## config.mk

```make
export PLATFORM = sky130hd
export DESIGN_NAME = multi_cycle_controller
export DESIGN_NICKNAME = d
export VERILOG_FILES = /design/src/rtl/multi_cycle_controller.sv
export SDC_FILE = /design/constraint.sdc
export NUM_CORES = 1
export LEC_CHECK = 0
export ABC_AREA = 1
export CAP_MARGIN = 20
export CORE_MARGIN = 3
export CORE_UTILIZATION = 40
export DETAILED_ROUTE_END_ITERATION = 8
export DONT_BUFFER_PORTS = 1
export MAX_ROUTING_LAYER = met4
export SLEW_MARGIN = 40
export SYNTH_ARGS = -nofsm -noshare
export SYNTH_HDL_FRONTEND = slang
export SYNTH_SLANG_ARGS = --single-unit
export TNS_END_PERCENT = 10
```

## constraint.sdc

```tcl
create_clock -name clk -period 4.3 [get_ports clk]
set_clock_uncertainty 0.15 [all_clocks]
set_input_delay 1.29 -clock clk [delete_from_list [all_inputs] [get_ports clk]]
set_output_delay 1.29 -clock clk [all_outputs]
set_load 0.005 [all_outputs]
```

## src/rtl/multi_cycle_controller.sv

```systemverilog
// Multi-cycle control FSM: fetch/decode/execute/memory/writeback sequencing with a mem_ready stall handshake.
// Optional feature macro CTRL_ILLEGAL_TRAP_EN: unknown opcodes park the FSM in TRAP and assert illegal_op.
module multi_cycle_controller #(
    parameter int MEM_HS   = 1,
    parameter int ALU_OP_W = 3,
    parameter int STATE_W  = 4
) (
    input  logic                clk,
    input  logic                rst,
    input  logic [5:0]          opcode,
    input  logic                mem_ready,
    output logic                pc_w,
    output logic                pc_w_cond,
    output logic                branch_ne,
    output logic                i_or_d,
    output logic                mem_r,
    output logic                mem_w,
    output logic                ir_w,
    output logic                mem_to_reg,
    output logic                reg_dst,
    output logic                reg_w,
    output logic                alu_src_a,
    output logic [1:0]          alu_src_b,
    output logic [1:0]          pc_src,
    output logic [ALU_OP_W-1:0] alu_op,
    output logic                instr_done,
`ifdef CTRL_ILLEGAL_TRAP_EN
    output logic                illegal_op,
`endif
    output logic [STATE_W-1:0]  state
);

    localparam logic [STATE_W-1:0] S_FETCH    = STATE_W'(4'd0);
    localparam logic [STATE_W-1:0] S_DECODE   = STATE_W'(4'd1);
    localparam logic [STATE_W-1:0] S_MEM_ADDR = STATE_W'(4'd2);
    localparam logic [STATE_W-1:0] S_MEM_RD   = STATE_W'(4'd3);
    localparam logic [STATE_W-1:0] S_MEM_WB   = STATE_W'(4'd4);
    localparam logic [STATE_W-1:0] S_MEM_WR   = STATE_W'(4'd5);
    localparam logic [STATE_W-1:0] S_EXEC     = STATE_W'(4'd6);
    localparam logic [STATE_W-1:0] S_ALU_WB   = STATE_W'(4'd7);
    localparam logic [STATE_W-1:0] S_BRANCH   = STATE_W'(4'd8);
    localparam logic [STATE_W-1:0] S_JUMP     = STATE_W'(4'd9);
    localparam logic [STATE_W-1:0] S_IMM_EXEC = STATE_W'(4'd10);
    localparam logic [STATE_W-1:0] S_IMM_WB   = STATE_W'(4'd11);
`ifdef CTRL_ILLEGAL_TRAP_EN
    localparam logic [STATE_W-1:0] S_TRAP     = STATE_W'(4'd12);
`endif

    localparam logic [5:0] OP_RTYPE = 6'b000000;
    localparam logic [5:0] OP_LW    = 6'b100011;
    localparam logic [5:0] OP_SW    = 6'b101011;
    localparam logic [5:0] OP_BEQ   = 6'b000100;
    localparam logic [5:0] OP_BNE   = 6'b000101;
    localparam logic [5:0] OP_J     = 6'b000010;
    localparam logic [5:0] OP_ADDI  = 6'b001000;
    localparam logic [5:0] OP_ANDI  = 6'b001100;
    localparam logic [5:0] OP_ORI   = 6'b001101;
    localparam logic [5:0] OP_SLTI  = 6'b001010;

    localparam logic [ALU_OP_W-1:0] ALU_ADD   = ALU_OP_W'(3'b000);
    localparam logic [ALU_OP_W-1:0] ALU_SUB   = ALU_OP_W'(3'b001);
    localparam logic [ALU_OP_W-1:0] ALU_FUNCT = ALU_OP_W'(3'b010);
    localparam logic [ALU_OP_W-1:0] ALU_AND   = ALU_OP_W'(3'b011);
    localparam logic [ALU_OP_W-1:0] ALU_OR    = ALU_OP_W'(3'b100);
    localparam logic [ALU_OP_W-1:0] ALU_SLT   = ALU_OP_W'(3'b101);

    logic [STATE_W-1:0] state_q;
    logic [STATE_W-1:0] state_d;
    logic               mem_rdy_s;

    // Without the handshake every memory access is treated as completing at once.
    assign mem_rdy_s = (MEM_HS == 0) ? 1'b1 : mem_ready;
    assign state     = state_q;

    // State register with synchronous reset to FETCH.
    always_ff @(posedge clk) begin
        if (rst) begin
            state_q <= S_FETCH;
        end else begin
            state_q <= state_d;
        end
    end

    // Next-state logic.
    always_comb begin
        state_d = S_FETCH;
        case (state_q)
            S_FETCH:    state_d = mem_rdy_s ? S_DECODE : S_FETCH;
            S_DECODE: begin
                case (opcode)
                    OP_RTYPE:                         state_d = S_EXEC;
                    OP_LW, OP_SW:                     state_d = S_MEM_ADDR;
                    OP_BEQ, OP_BNE:                   state_d = S_BRANCH;
                    OP_J:                             state_d = S_JUMP;
                    OP_ADDI, OP_ANDI, OP_ORI, OP_SLTI: state_d = S_IMM_EXEC;
`ifdef CTRL_ILLEGAL_TRAP_EN
                    default:                          state_d = S_TRAP;
`else
                    default:                          state_d = S_FETCH;
`endif
                endcase
            end
            S_MEM_ADDR: state_d = (opcode == OP_SW) ? S_MEM_WR : S_MEM_RD;
            S_MEM_RD:   state_d = mem_rdy_s ? S_MEM_WB : S_MEM_RD;
            S_MEM_WB:   state_d = S_FETCH;
            S_MEM_WR:   state_d = mem_rdy_s ? S_FETCH : S_MEM_WR;
            S_EXEC:     state_d = S_ALU_WB;
            S_ALU_WB:   state_d = S_FETCH;
            S_BRANCH:   state_d = S_FETCH;
            S_JUMP:     state_d = S_FETCH;
            S_IMM_EXEC: state_d = S_IMM_WB;
            S_IMM_WB:   state_d = S_FETCH;
`ifdef CTRL_ILLEGAL_TRAP_EN
            S_TRAP:     state_d = S_TRAP;
`endif
            default:    state_d = S_FETCH;
        endcase
    end

    // Output decode; reset forces every control output low, write strobes included.
    always_comb begin
        pc_w       = 1'b0;
        pc_w_cond  = 1'b0;
        branch_ne  = 1'b0;
        i_or_d     = 1'b0;
        mem_r      = 1'b0;
        mem_w      = 1'b0;
        ir_w       = 1'b0;
        mem_to_reg = 1'b0;
        reg_dst    = 1'b0;
        reg_w      = 1'b0;
        alu_src_a  = 1'b0;
        alu_src_b  = 2'b00;
        pc_src     = 2'b00;
        alu_op     = ALU_ADD;
        instr_done = 1'b0;
`ifdef CTRL_ILLEGAL_TRAP_EN
        illegal_op = 1'b0;
`endif
        if (rst) begin
            mem_w = 1'b0;
            reg_w = 1'b0;
        end else begin
            case (state_q)
                S_FETCH: begin
                    mem_r     = 1'b1;
                    alu_src_b = 2'b01;
                    ir_w      = mem_rdy_s;
                    pc_w      = mem_rdy_s;
                end
                S_DECODE:   alu_src_b = 2'b11;
                S_MEM_ADDR: begin
                    alu_src_a = 1'b1;
                    alu_src_b = 2'b10;
                end
                S_MEM_RD: begin
                    mem_r  = 1'b1;
                    i_or_d = 1'b1;
                end
                S_MEM_WB: begin
                    reg_w      = 1'b1;
                    mem_to_reg = 1'b1;
                    instr_done = 1'b1;
                end
                S_MEM_WR: begin
                    mem_w      = 1'b1;
                    i_or_d     = 1'b1;
                    instr_done = mem_rdy_s;
                end
                S_EXEC: begin
                    alu_src_a = 1'b1;
                    alu_op    = ALU_FUNCT;
                end
                S_ALU_WB: begin
                    reg_w      = 1'b1;
                    reg_dst    = 1'b1;
                    instr_done = 1'b1;
                end
                S_BRANCH: begin
                    alu_src_a  = 1'b1;
                    alu_op     = ALU_SUB;
                    pc_w_cond  = 1'b1;
                    pc_src     = 2'b01;
                    branch_ne  = opcode[0];
                    instr_done = 1'b1;
                end
                S_JUMP: begin
                    pc_w       = 1'b1;
                    pc_src     = 2'b10;
                    instr_done = 1'b1;
                end
                S_IMM_EXEC: begin
                    alu_src_a = 1'b1;
                    alu_src_b = 2'b10;
                    case (opcode)
                        OP_ANDI: alu_op = ALU_AND;
                        OP_ORI:  alu_op = ALU_OR;
                        OP_SLTI: alu_op = ALU_SLT;
                        default: alu_op = ALU_ADD;
                    endcase
                end
                S_IMM_WB: begin
                    reg_w      = 1'b1;
                    instr_done = 1'b1;
                end
`ifdef CTRL_ILLEGAL_TRAP_EN
                S_TRAP:     illegal_op = 1'b1;
`endif
                default:    mem_r = 1'b0;
            endcase
        end
    end

endmodule

```

==> results.py, run 1 <==
metrics = {
    "outcome": {
        "status": "finished, final reports clean",
    },
    "floorplanning": {
        "die_width_um": 44.8,
        "core_sq_mm": 0.00135,
        "start_util_pct": 44.5,
        "die_y_um": 44.8,
        "io_pins": 32,
        "dieArea_sq_mm": 0.00200,
        "rows": 13,
    },
    "clocking": {
        "htree_levels": 1,
        "ctsHoldBuffers": 0,
        "cts_tree": "yes",
        "post-cts-setup-buffers": 0,
        "cts.clk_slew.worst_paths_ns": 0.04,
        "cts_sinks": 4,
        "cts-root-buf": "clkbuf_4",
        "cts.path.max_buffers": 2,
        "ctsResizeCount": 0,
        "cts-buffers-inserted": 3,
        "clk-insertion-delay-late_ns": 0.23,
    },
    "grt": {
        "grt_pass1_vias": 593,
        "grt_overflow": 0,
        "grt_pass1_wl_um": 2490,
        "track_usage_pct": 17.2,
        "grt_antenna_before_repair": 0,
        "grt_max_degree": 21,
    },
    "yosys": {
        "synth.cell_area_sq_um": 601,
        "synth.yosys.warnings": 0,
        "avgSynthCellArea_sq_um": 5.22,
        "seq_area_frac_synth_pct": 13.3,
        "synthCells": 115,
        "yosys-top-cells-area": "nor2_1 14%, dfxtp_1 13%, inv_1 11%",
        "synth_fp_nets": 124,
        "yosys.area.top_type": "nor2_1",
        "ys_types": 22,
        "synth_top_area_share_pct": 14.4,
        "ys_ff_latch": 4,
    },
    "timing": {
        "setup_viol": 0,
        "drv_slew": 0,
        "hold_viol_final": 0,
        "max_slew_margin_pct": 79.9,
        "whs_ns": 0.580,
        "finalSetupTns_ns": 0,
        "min_period_over_period_pct": 79.8,
        "min_period_ns": 3.43,
        "worst_slew_pin_slew_ns": 0.300,
        "fmax_mhz": 291,
        "rsz0062_at_grt": "false",
    },
    "pwr": {
        "pwr-share-clk_pct": 42.4,
        "comb_power_share_pct": 21.0,
        "ir_worst_vdd_mv": 0.0971,
        "p_sw_uw": 33.0,
        "p_leak_uw": 0.000317,
        "seq_power_share_pct": 36.6,
        "switching_share_pct": 30.0,
        "internal_power_uw": 77.1,
        "p_per_area_mw_per_mm2": 176,
    },
    "detailed_routing": {
        "viasPerCell": 5.42,
        "wl_per_cell_um": 11.7,
        "ant_nets": 0,
        "drc": 0,
        "drtIter0Drc": 37,
        "totalWireLength_um": 1520,
        "vias": 704,
        "dr.pass1.iters": 4,
    },
    "worst_setup_path": {
        "crit_fanout": 8,
        "max_stage_delay_ns": 0.31,
        "required_ns": 2.86,
        "cp_top_family": "simple AND/OR/NAND/NOR gates",
        "path_cells": "nor2_2, nand3_1, a211oi_1",
        "critical_path_arrival_ns": 1.99,
        "critPathLaunchType": "primary input",
        "endpoint_kind": "output port",
        "path_buf_inv": 0,
        "worst_path_max_delay_cell": "a211oi_1",
        "path_class": "in2out",
    },
    "final_layout": {
        "final_common_cell": "nor2_1",
        "largest_reg_flops": 4,
        "synthToLayoutAreaGrowth_pct": 3.96,
        "antenna_cells": 0,
        "layout.nets": 126,
        "drive_gt1_share_pct": 16.5,
        "final_cell_mix": "23 x nor2_1, 18 x inv_1, 18 x nand2_1",
    },
    "placed_design": {
        "gp_routability_congestion": 0.841,
        "hpwl_um": 1290,
        "portBuffers": 0,
    },
    "job": {
        "maxCapViolations": 0,
    },
    "worst_hold_path": {
        "hp-class": "reg2reg",
    },
}
final timing paths:
check                           startpoint   endpoint  slack (ns)  cells past startpoint
worst max-delay path             opcode[5]  alu_op[1]        0.87                      3
worst min-delay path              state[0]   state[1]        0.58                      4
worst max register to register    state[1]   state[0]        2.97                      5
worst min register to register    state[0]   state[1]        0.58                      4
cell usage after synthesis:
library cell and n:
or2_1 1, inv_1 18, o21ai_2 1, a22oi_1 1, nand4_1 2, buf_4 1
a31oi_1 2, buf_2 2, nand3_1 9, nor2_2 2, nand2_1 18, nor2_4 2
o21ai_1 1, nor3_1 3, inv_2 4, a211oi_1 1, nand2_2 7, a21oi_1 9
o211ai_1 1, o21ai_0 3, dfxtp_1 4, nor2_1 23
layout make-up:
type / instances / area, sq um
inverter: 22 / 82.6
tap: 15 / 18.8
sequential: 4 / 80.1
clock buffer: 3 / 22.5
fill: 157 / 726
multi-input combinational: 86 / 420
tightest hold or removal path, stage by stage, from the launching register on:
cell     delay [ns]
dfxtp_1        0.36
nand2_2        0.14
nor2_4         0.06
o21ai_0        0.06
a21oi_1        0.06
power groups by stage:
stage          sequential [uW]  clock [uW]  combinational (uW)
2_1_floorplan             40.6           0                21.8
3_3_place_gp              40.9           0                22.9
3_5_place_dp              40.9           0                23.0
4_1_cts                   40.4        47.9                23.2
5_1_grt                   40.7        51.4                26.5
6_report                  40.3        46.7                23.1
metal layers:
| layer | share of wire [%] | up-vias | track usage, % |
|---|---|---|---|
| met5 | 0 | - | - |
| met4 | 1.4 | 0 | 7.23 |
| met3 | 13 | 3 | 7.17 |
| met2 | 42 | 40 | 21.8 |
| met1 | 44 | 295 | 23.4 |
| li1 | - | 366 | - |
stage by stage:
stage	util [%]	cell area (sq um)	worst slack [ns]	total power (uW)	cells
finish	46.2	624	0.867	110	130
global route	46.2	624	0.758	119	130
CTS	46.2	624	0.865	111	130
detailed placement	44.6	602	0.868	64.0	127
global placement	44.6	602	0.900	63.8	127
floorplan	-	601	0.990	62.4	115
kinds of logic (layout without fill, tap and decap cells):
kind of cell	Yosys count	after routing	share of synthesized area, %
flops	4	4	13.3
buf+inv	25	25	16.7
compound gates	19	19	18.1
simple gates	67	67	51.9
Power figures use the tool's default switching activity.
==> inputs of run 2 (changes only) <==
==> constraint.sdc (replaced) <==
create_clock -name clk -period 3.5 [get_ports clk]
set_clock_uncertainty 0.15 [all_clocks]
set_input_delay 1.05 -clock clk [delete_from_list [all_inputs] [get_ports clk]]
set_output_delay 1.05 -clock clk [all_outputs]
set_load 0.005 [all_outputs]
==> results of run 2 <==
Same layout as run 1 (identical final DEF). Status: finished, final reports clean.
Main changes from that run: setup slack after placement 0.868 ns -> 0.548 ns; setup slack after layout 0.867 ns -> 0.547 ns; register-to-register setup slack 2.97 ns -> 2.17 ns; total power 110 uW -> 135 uW; worst IR drop on VDD 0.0971 mV -> 0.119 mV
==> RTL edit 1 (flow settings as in run 2) <==
Build with the macro `CTRL_ILLEGAL_TRAP_EN` defined.
--- a/src/rtl/multi_cycle_controller.sv
+++ b/src/rtl/multi_cycle_controller.sv
@@ -1,5 +1,7 @@
 // Multi-cycle control FSM: fetch/decode/execute/memory/writeback sequencing with a mem_ready stall handshake.
 // Optional feature macro CTRL_ILLEGAL_TRAP_EN: unknown opcodes park the FSM in TRAP and assert illegal_op.
+`define CTRL_ILLEGAL_TRAP_EN
+
 module multi_cycle_controller #(
     parameter int MEM_HS   = 1,
     parameter int ALU_OP_W = 3,
Function (old outputs only; new: illegal_op): changed (Yosys sat finds a counterexample within 4 cycles, from zero or initial values and one cycle with rst high).
==> RTL edit 1 against run 2 <==
Setup slack gained 100 ps. Wire length grew 8.9%. Synthesized area grew 2.1%. Global-route usage grew 0.62 points. First-iteration DRC count shrank 32%. Total power grew 21%. Sequential cell count is the same. Design area grew 2.2%. Critical path type unchanged.
==> RTL edit 1: results (changes against run 2) <==
setup_path:
  worstSetupEndpoint: "alu_op[0]"
  cp_slowest_cell: "nor2_1"
  rrSetupSlack_ps: 2110  # -60 ps
  max_stage_delay_ps: 160  # -150 ps
  worstPathMaxFanout: 4  # -4
  timing.rr.start: "state[3]$_SDFF_PP0_"
  crit_arrival_ps: 1650  # -100 ps
power:
  power.internal_uw: 104  # +9.7%
  power_leakage_uw: 0.000325  # +2.6%
placed_design:
  routabilityCongestion: 0.792  # -5.9%
  placed_area_um2: 616  # +2.3%
  hpwl_mm: 1.38  # +7.5%
  dp_slack_ps: 654  # +106 ps
  dp.cells: 135  # +6.3%
status:
  outcome: "finished, final reports clean"
grt:
  track_usage_pct: 17.8  # +0.62 points
  grt_pass1_vias: 628  # +5.9%
yosys:
  ys_top_cells_by_area: "nand2_1, nor2_1, inv_1"
  yosys-top-cells-count: "nand2_1, nor2_1, inv_1, nand3_1, a21oi_1"
  seq_area_frac_synth_pct: 13.1  # -0.27 points
sta:
  worst_pin_slew_ps: 282  # -17.6 ps
  fmax_mhz: 351  # +3.6%
route:
  first_iter_violations: 25  # -32%
  routed_wl_mm: 1.66  # +8.9%
  vias: 751  # +6.7%
[RTL edit 1: routing by layer]
| metal | vias to the layer above | track usage, % | part of all wire [%] | wire (um) |
|---|---|---|---|---|
| met4 | 0 | 7.02 | 0 | 0 |
| met2 | 25 | 27.4 | 47 | 773 |
| li1 | 390 | - | - | - |
| met3 | 0 | 3.19 | 6.8 | 113 |
| met5 | - | - | 0 | 0 |
| met1 | 336 | 22.9 | 46 | 770 |
[RTL edit 1: cell type report]
class | count | area (um^2)
clock buffer | 3 | 22.5
fill | 159 | 728
inverter | 23 | 86.3
multi-input combinational | 93 | 430
sequential | 4 | 80.1
tap | 15 | 18.8
[RTL edit 1: kinds of logic (layout without fill, tap and decap cells)]
logic type	after synthesis	count (layout)	synth area share, %
buffers and inverters	26	26	16.7
flip-flops	4	4	13.1
AND/OR/NAND/NOR	78	78	56.3
AO/OA/AOI/OAI	15	15	13.9
[RTL edit 1: worst min-delay path by stage]
| stage | start | cells past startpoint | slack, ps | to |
|---|---|---|---|---|
| floorplan | state[2]$_SDFF_PP0_ | 5 | 570 | state[0]$_SDFF_PP0_ |
| global placement | state[2]$_SDFF_PP0_ | 5 | 640 | state[0]$_SDFF_PP0_ |
| detailed placement | state[0]$_SDFF_PP0_ | 6 | 650 | state[1]$_SDFF_PP0_ |
| CTS | state[0]$_SDFF_PP0_ | 6 | 660 | state[1]$_SDFF_PP0_ |
| global route | rst | 1 | 720 | state[1]$_SDFF_PP0_ |
| finish | state[0]$_SDFF_PP0_ | 6 | 650 | state[1]$_SDFF_PP0_ |
[RTL edit 1: power groups by stage]
stage	sequential, uW	clock (uW)	combinational (uW)
detailed placement	54.8	0	54.4
global route	54.7	63.4	62.6
CTS	54.1	57.8	54.7
finish	54.2	54.3	54.7
floorplan	53.7	0	48.4
global placement	54.9	0	54.5
==> RTL edit 2 (config.mk and constraints of run 2) <==
Without the edit above. Reset style: asynchronous (`rst`), changed in one clocked block. Comments in the files are not updated.
--- a/src/rtl/multi_cycle_controller.sv
+++ b/src/rtl/multi_cycle_controller.sv
@@ -73,7 +73,7 @@
     assign state     = state_q;
 
     // State register with synchronous reset to FETCH.
-    always_ff @(posedge clk) begin
+    always_ff @(posedge clk or posedge rst) begin
         if (rst) begin
             state_q <= S_FETCH;
         end else begin
Check against the original RTL: differs if rst is asserted again (counterexample within 4 cycles, from zero or initial values and one cycle with rst high); with rst held inactive, the same outputs for 10 cycles.
==> RTL edit 2 against run 2 <==
Wire length decreased by 2.8%. Via count decreased by 6.5%. Sequential cell count unchanged. Design area decreased by 3.4%. Setup slack got worse by 10 ps. Synthesized area decreased by 4.6%. Global-route usage increased by 0.38 points. Cell count decreased by 4.6%. Critical endpoint is now alu_op[0]. Critical path type unchanged. Core utilization decreased by 0.47 points. Register-to-register slack got worse by 90 ps.
Power is not compared: it rests on default switching activity, and its combinational part moved more than twofold at a synthesized area within 25%.
==> RTL edit 2: results (changes against run 2) <==
status:
  outcome: "finished, final reports clean"
yosys:
  ys_top_cells_by_area: "dfrtp_1, inv_1, nand2_1"
  yosys-top-cells-count: "inv_1, nand2_1, nor2_1, nand3_1, a21oi_1"
  synthFlopType: "dfrtp_1"
  synth_cell_types: 23  # +4.5%
  seq_area_frac_synth_pct: 17.5  # +4.1 points
  syn-num-nets: 117  # -5.6%
setup_path:
  rrSetupSlack_ps: 2080  # -90 ps
  worstPathMaxFanout: 11  # +3
  rr_worst_depth: 6  # +1
  path_delay_family: "simple AND/OR/NAND/NOR gates"
  max_stage_delay_ps: 240  # -70 ps
  cp_slowest_cell: "inv_1"
  timing.rr.start: "state[0]$_DFF_PP0_"
final_layout:
  drive_gt1_share_pct: 9.17  # -7.3 points
  fillCellCount: 149  # -5.1%
placed_design:
  dp_slack_ps: 514  # -34.1 ps
  hpwl_mm: 1.24  # -3.9%
grt:
  grt_pass1_wl_mm: 2.42  # -2.8%
  grt_pass1_vias: 589  # -0.67%
  track_usage_pct: 17.6  # +0.38 points
  grt_max_degree: 12  # -43%
sta:
  fin_crit_ps: 2960  # +10.3 ps
  worst_pin_slew_ps: 333  # +33.7 ps
route:
  met1_length_um: 676  # +1.0%
  first_iter_violations: 18  # -51%
  met3_length_um: 155  # -22%
  vias_per_cell: 5.31  # -2.0%
  wl_per_cell_um: 11.9  # +1.9%
  dr_wl_met2_um: 625  # -1.1%
clock_tree:
  cts_hold_buf: 0  # unchanged
==> RTL edit 2: power by group <==
group / switching, uW / internal [uW] / leakage [uW]
Clock: 20.0 / 38.4 / 0.0000138
Sequential: 22.0 / 58.9 / 0.0000536
Combinational: 98.9 / 40.9 / 0.000284
==> RTL edit 2: layout make-up <==
type,instances,share of cell area [%]
Clock buffer,3,3.73
Inverter,23,14.3
Multi-Input combinational cell,79,62.2
Sequential cell,4,16.6
Tap cell,15,3.11
==> RTL edit 2: kinds of logic (layout without fill, tap and decap cells) <==
kind of cell | count (synthesis) | count (layout) | synth area share [%]
buffers and inverters | 25 | 26 | 17.0
AO/OA/AOI/OAI | 18 | 18 | 18.3
flip-flops | 4 | 4 | 17.5
AND/OR/NAND/NOR | 61 | 61 | 47.2
==> RTL edit 2: how the worst max path moves through the flow <==
stage               depth (start not counted)  startpoint        end
floorplan                                   4         rst  alu_op[0]
global route                                4         rst  alu_op[0]
CTS                                         4         rst  alu_op[0]
global placement                            4         rst  alu_op[0]
finish                                      4         rst  alu_op[0]
detailed placement                          4         rst  alu_op[0]
==> RTL edit 2: per-layer routing <==
layer,vias to the layer above,track usage (%)
li1,347,-
met1,275,22.8
met2,34,24.4
met3,2,3.73
met4,0,10.8
met5,-,-
==> RTL edit 2: worst register-to-register path: cells and delay by family, from the launching register on <==
family	cells	cell delay (ps)
DFF	1	430
buffers and inverters	1	90
and+or+nand+nor	5	690
==> RTL edit 2: per-stage QoR <==
stage	instance area (um^2)	power [uW]	instances	hold WS, ps
3_3_place_gp	581	218	121	674
6_report	603	279	124	506
3_5_place_dp	581	221	121	676
4_1_cts	603	282	124	505
5_1_grt	603	312	124	509
2_1_floorplan	573	192	108	597
